`src/rtl/gcm_ingress.sv`:
```
// gcm_ingress: packs a typed 32-bit word stream (IV/AAD/DATA/TAG) into
// 128-bit blocks for the gcm core, enforcing message ordering, the post-IV
// hash-key settle gap and zero-padding of short final blocks.
module gcm_ingress #(
  parameter int unsigned IV_WAIT = 24,
  parameter int unsigned IVW     = 3
) (
  input  logic         clk,
  input  logic         rst_n,
  input  logic         cfg_decrypt_i,
  input  logic         s_valid_i,
  output logic         s_ready_o,
  input  logic [31:0]  s_data_i,
  input  logic [1:0]   s_type_i,
  input  logic         s_last_i,
  input  logic         s_end_i,
  output logic         gcm_iv_vld_o,
  output logic         gcm_aad_vld_o,
  output logic         gcm_data_vld_o,
  output logic         gcm_tag_vld_o,
  output logic         gcm_end_o,
  output logic [127:0] gcm_data_o,
  output logic         busy_o,
  output logic         err_o
);

  localparam logic [2:0] S_IDLE = 3'd0;
  localparam logic [2:0] S_IV   = 3'd1;
  localparam logic [2:0] S_WAIT = 3'd2;
  localparam logic [2:0] S_BODY = 3'd3;
  localparam logic [2:0] S_FLSH = 3'd4;
  localparam logic [2:0] S_DROP = 3'd5;

  localparam int unsigned CW = (IV_WAIT > 1) ? $clog2(IV_WAIT) : 1;

  localparam logic [1:0] T_IV   = 2'd0;
  localparam logic [1:0] T_AAD  = 2'd1;
  localparam logic [1:0] T_DATA = 2'd2;
  localparam logic [1:0] T_TAG  = 2'd3;

  logic [2:0]    state;
  logic [127:0]  pack_q;
  logic [1:0]    widx;
  logic [CW-1:0] cnt;
  logic          live;
  logic          decrypt;
  logic          end_pend;
  logic          seg_open;
  logic [1:0]    cur_type;
  logic          tag_seen;

  logic [127:0]  blk;
  logic          accept;
  logic          closing;
  logic          iv_err;
  logic          body_err;

  assign s_ready_o = live && ((state == S_IDLE) || (state == S_IV) ||
                              (state == S_BODY) || (state == S_DROP));
  assign busy_o    = (state != S_IDLE);
  assign accept    = s_valid_i && s_ready_o;
  assign closing   = s_last_i || s_end_i;

  // IV words must be type 0 and the segment must close exactly on word IVW.
  assign iv_err = (s_type_i != T_IV) || (closing != (widx == 2'(IVW - 1)));

  // Body ordering: no IV, no type change inside a segment, non-decreasing
  // type across segments, TAG only when decrypting and only one block of it.
  assign body_err = (s_type_i == T_IV) ||
                    (seg_open && (s_type_i != cur_type)) ||
                    (!seg_open && (s_type_i < cur_type)) ||
                    ((s_type_i == T_TAG) && (!decrypt || tag_seen));

  // Block image with the incoming word inserted; a fresh block starts from zero
  // so unfilled lower words come out as padding.
  always_comb begin
    blk = (widx == 2'd0) ? '0 : pack_q;
    case (widx)
      2'd0: blk[127:96] = s_data_i;
      2'd1: blk[95:64]  = s_data_i;
      2'd2: blk[63:32]  = s_data_i;
      2'd3: blk[31:0]   = s_data_i;
    endcase
  end

  // s_ready_o must stay low during reset and for the first cycle after it.
  always_ff @(posedge clk or negedge rst_n) begin
    if (!rst_n) live <= 1'b0;
    else        live <= 1'b1;
  end

  // Message sequencer, packer and registered strobe generation.
  always_ff @(posedge clk or negedge rst_n) begin
    if (!rst_n) begin
      state          <= S_IDLE;
      pack_q         <= '0;
      widx           <= '0;
      cnt            <= '0;
      decrypt        <= 1'b0;
      end_pend       <= 1'b0;
      seg_open       <= 1'b0;
      cur_type       <= T_AAD;
      tag_seen       <= 1'b0;
      gcm_iv_vld_o   <= 1'b0;
      gcm_aad_vld_o  <= 1'b0;
      gcm_data_vld_o <= 1'b0;
      gcm_tag_vld_o  <= 1'b0;
      gcm_end_o      <= 1'b0;
      gcm_data_o     <= '0;
      err_o          <= 1'b0;
    end else begin
      gcm_iv_vld_o   <= 1'b0;
      gcm_aad_vld_o  <= 1'b0;
      gcm_data_vld_o <= 1'b0;
      gcm_tag_vld_o  <= 1'b0;
      gcm_end_o      <= 1'b0;
      err_o          <= 1'b0;
      case (state)
        S_IDLE, S_IV: begin
          if (accept) begin
            if (iv_err) begin
              err_o <= 1'b1;
              widx  <= '0;
              state <= s_end_i ? S_IDLE : S_DROP;
            end else begin
              if (state == S_IDLE) decrypt <= cfg_decrypt_i;
              if (closing) begin
                gcm_data_o   <= blk;
                gcm_iv_vld_o <= 1'b1;
                widx         <= '0;
                cnt          <= CW'(IV_WAIT - 1);
                end_pend     <= s_end_i;
                seg_open     <= 1'b0;
                cur_type     <= T_AAD;
                tag_seen     <= 1'b0;
                state        <= S_WAIT;
              end else begin
                pack_q <= blk;
                widx   <= widx + 2'd1;
                state  <= S_IV;
              end
            end
          end
        end
        S_WAIT: begin
          if (cnt == '0) begin
            if (end_pend) begin
              // IV-only message: end pulse lands exactly when BODY would open.
              gcm_end_o <= 1'b1;
              state     <= S_FLSH;
            end else begin
              state <= S_BODY;
            end
          end else begin
            cnt <= cnt - CW'(1);
          end
        end
        S_BODY: begin
          if (accept) begin
            if (body_err) begin
              err_o <= 1'b1;
              widx  <= '0;
              state <= s_end_i ? S_IDLE : S_DROP;
            end else begin
              cur_type <= s_type_i;
              seg_open <= !closing;
              if (closing || (widx == 2'd3)) begin
                gcm_data_o <= blk;
                widx       <= '0;
                case (s_type_i)
                  T_AAD:   gcm_aad_vld_o  <= 1'b1;
                  T_DATA:  gcm_data_vld_o <= 1'b1;
                  T_TAG: begin
                    gcm_tag_vld_o <= 1'b1;
                    tag_seen      <= 1'b1;
                  end
                  default: ;
                endcase
              end else begin
                pack_q <= blk;
                widx   <= widx + 2'd1;
              end
              if (s_end_i) state <= S_FLSH;
            end
          end
        end
        // FLSH spans two cycles: pulse gcm_end_o, then leave while it is high,
        // so s_ready_o stays low through the end pulse.
        S_FLSH: begin
          if (!gcm_end_o) gcm_end_o <= 1'b1;
          else            state     <= S_IDLE;
        end
        S_DROP: begin
          if (accept && s_end_i) state <= S_IDLE;
        end
        default: state <= S_IDLE;
      endcase
    end
  end

endmodule

```
`config.mk`:
```
export PLATFORM = sky130hd
export DESIGN_NAME = gcm_ingress
export DESIGN_NICKNAME = d
export VERILOG_FILES = /design/src/rtl/gcm_ingress.sv
export SDC_FILE = /design/constraint.sdc
export NUM_CORES = 1
export LEC_CHECK = 0
export CAP_MARGIN = 20
export CORE_MARGIN = 2
export CORE_UTILIZATION = 55
export CTS_BUF_LIST = sky130_fd_sc_hd__clkbuf_4 sky130_fd_sc_hd__clkbuf_8 sky130_fd_sc_hd__clkbuf_16
export DETAILED_ROUTE_END_ITERATION = 7
export GPL_ROUTABILITY_DRIVEN = 0
export PLACE_DENSITY = 0.89
export SYNTH_ARGS = -nofsm -noshare
export SYNTH_HDL_FRONTEND = slang
export SYNTH_SLANG_ARGS = --single-unit
```
`constraint.sdc`:
```
create_clock -name clk -period 2.43 [get_ports clk]
set_input_delay 0.3645 -clock clk [delete_from_list [all_inputs] [get_ports clk]]
set_output_delay 0.3645 -clock clk [all_outputs]
set_load 0.03 [all_outputs]
```
==> impl_metrics.ini <==
[run_status]
status = complete, no violations

[clocking]
clk_pin_slew_ns = 0.06
h-tree-depth = 1
clk_root_buffer_cell = clkbuf_16
clock-sinks = 279
cts_buffer_depth = 3
numCtsBuffers = 29
clock_latency_ns = 0.54
cts_tree = yes
cts_post_setup_buffers_inserted = 0

[cells_and_area]
drive_gt1_frac = 0.177
fin_nets = 1118
area_growth_pct = 28.5
antenna_cells = 0
post-route-cell-area_sq_um = 15600

[worst_setup_path]
worst-path-max-fanout = 16
critPathLaunchType = register
cp-end-kind = register
reg2reg_slack_ns = 0.03
slowest_delay_ns = 0.54
critPathRequiredTime_ns = 2.84
path_buf_inv = 2
worstSetupPathType = register to register
worstPathArrival_ns = 2.80
critPathTopFamily = flip-flops
worstPathCellList = ha_1 -> nand2b_1 -> a32oi_2 -> or2_1 -> o21ai_4 -> buf_12 -> buf_4 -> mux2_1
slowest_stage = dfstp_2

[synthesis]
synth_top_family_by_area = multiplexers
yosysTopAreaCell = dfrtp_1
ys_seq_elements = 279
yosys.area_share.simple = 0.0286
syn_inst = 891
synth_edf_count = 0
synth-main-ff-cell = dfrtp_1
yosysSeqAreaShare = 0.574
muxShareOfSynthArea = 0.182
synthAdderAreaFrac = 0.00720
yosys.area.top_type_share = 0.572
synth_compound_area_frac = 0.160
ys.warnings.count = 0
syn_nets = 938
netlist_top_cells_area = dfrtp_1 57%, mux2_1 14%, a22o_1 13%
synth_area_sq_um = 12200
synth-xor-area-share = 0.00216
avgSynthCellArea_sq_um = 13.6
ys_async_sr_fraction = 1.00
yosysUniqueCellTypes = 53

[power]
peakVddDrop_uv = 746
p_per_area_nw_per_um2 = 869
finalPower_uw = 13600
total_leakage_power_uw = 0.00750

[floorplanning]
io_pins = 176
die_h_microns = 153
core.rowCount = 54
initial_utilization = 0.559
dieWidth_microns = 153
die_area_sq_um = 23300
coreArea_sq_um = 21800

[routing]
firstDrtPassIters = 5
ant_nets = 0
wl_per_cell_microns = 22.5
drt_iter0_drc = 730
vias = 8422
routed_wl_microns = 30800
vias_per_cell = 6.13
remaining_drc_errors = 0

[job]
drv_cap = 0

[sta]
fin_skew_ns = 0.00791
fin_crit_sh = 0.986
worst_slew_pin_slew_ns = 0.990
final-hold-violation-count = 0
fmax_mhz = 418
layout_min_cycle_time_ns = 2.40
relSlewSlack = 0.334
finalSetupViolCount = 0
slew_viol_final = 0

[placed_design]
hpwl_microns = 19800
placed_area_sq_um = 14600
port_buffers = 175

[global_route]
grt_pass1_vias = 8866
met2_usage = 0.428
grt-busiest-layer = met2
antenna_found_initial = 0
grt_max_degree = 76
grt_pass1_wl_microns = 49700
met3_usage = 0.0438
use_met1 = 0.370
grt-ovfl-total = 0
grt_use_total = 0.263

[hold_path]
worst_hold_path_type = primary input to asynchronous set/reset pin
==> path summary, 6_finish.rpt <==
check,startpoint,to,cells past startpoint
worst max-delay path,cur_type[0],gcm_data_o[36],8
worst max register to register,cur_type[0],gcm_data_o[36],8
min in group clk,cfg_decrypt_i,decrypt,2
worst min-delay path,rst_n,gcm_data_o[39],2
max in group asynchronous,rst_n,pack_q[108],3
worst min register to register,gcm_data_o[40],gcm_data_o[40],1
==> Yosys cell counts (3+ instances only) <==
cell / n
dfrtp_1: 278
a22o_1: 187
mux2_1: 147
mux2_2: 47
clkbuf_1: 37
buf_1: 32
buf_2: 14
inv_1: 14
buf_6: 13
nand2_1: 12
nor2_1: 11
ha_1: 7
nand3_1: 6
o21ai_0: 6
a21oi_1: 5
a32o_1: 5
nor3b_1: 5
o211ai_1: 5
and2_1: 4
and3_1: 4
nand2b_1: 4
nor3_1: 4
a211oi_1: 3
mux2i_1: 3
o21a_1: 3
xor2_1: 3
==> cells in the final DEF, fill, tap and decap left out, types with 2 or more instances in the layout <==
cell type,instances
and3_2,3
xor2_1,3
dfrtp_1,277
clkbuf_16,29
o21ai_0,6
or3_1,2
clkinv_2,4
buf_4,54
bufinv_16,5
a21oi_1,5
a32o_1,5
ha_2,4
nor2_1,8
clkinvlp_4,5
nor3_1,4
mux2i_1,3
a211oi_1,3
a31oi_1,2
nand2b_1,4
nor3b_1,5
ha_1,3
or2_1,2
clkdlybuf4s50_1,172
o211ai_1,5
inv_1,14
mux2_2,47
nand3_1,6
nor2_4,3
nor2b_1,2
clkbuf_8,5
and2_1,4
buf_12,17
nand2_1,12
o21a_1,3
clkbuf_4,5
a22o_1,187
mux2_1,147
==> sequential cells by signal, indices dropped and copies added (netlist names) <==
name and count:
gcm_iv_vld_o 1, gcm_aad_vld_o 1, gcm_data_vld_o 1, pack_q 128
widx 2, cur_type 2, gcm_data_o 128, decrypt 1
gcm_end_o 1, gcm_tag_vld_o 1, live 1, tag_seen 1
cnt 5, state 3, seg_open 1, end_pend 1
err_o 1
==> through the flow <==
stage | setup WS (ns) | utilization | std cells | hold WS (ns) | setup TNS (ns)
6_report | 0.0348 | 0.718 | 1373 | 0.402 | 0
5_1_grt | -0.0343 | 0.718 | 1373 | 0.459 | -0.0785
4_1_cts | 0.00992 | 0.718 | 1373 | 0.419 | 0
3_5_place_dp | -0.382 | 0.669 | 1319 | 0.386 | -80.99
3_3_place_gp | -0.343 | 0.669 | 1319 | 0.391 | -69.70
2_1_floorplan | 0.258 | - | 891 | 0.0689 | 0
==> cell families (layout without fill, tap and decap cells) <==
family / count (synthesis) / in the layout
compound gates: 228 / 228
flops: 279 / 279
xor+xnor: 3 / 3
mux: 197 / 197
other cells: 1 / 1
fa+ha+maj: 7 / 7
buf+inv: 112 / 314
simple gates: 64 / 64
==> layout make-up <==
class / count / area (sq um)
fill: 1408 / 6130
clock inverter: 14 / 208
inverter: 14 / 52.6
clock buffer: 39 / 832
tap: 280 / 350
multi-input combinational: 500 / 4690
sequential: 279 / 6980
timing repair buffer: 247 / 2510
==> worst reg2reg max path: stages, from the launching register on <==
cell,delay [ns]
dfstp_2,0.54
ha_1,0.22
nand2b_1,0.17
a32oi_2,0.33
or2_1,0.22
o21ai_4,0.09
buf_12,0.17
buf_4,0.18
mux2_1,0.34
==> layer usage <==
metal / share of wire / up-vias
li1: - / 3663
met5: 0 / -
met4: 0.020 / 0
met3: 0.069 / 53
met1: 0.43 / 4333
met2: 0.48 / 373
==> power breakdown <==
group          leakage (uW)  internal, uW  switching, uW
combinational       0.00316          1390           1810
sequential          0.00384          5230            377
clock              0.000503          2930           1820
total               0.00750          9560           4020
==> repair_timing <==
item / 4_1_cts / 5_1_grt
endpoints found under the hold margin: 69 / 0
setup endpoints to repair: 1 / 158
cloned: 0 / 0
resized for setup: 2 / 5
hold buffers: 1 / 0
(Power assumes the default switching activity.)
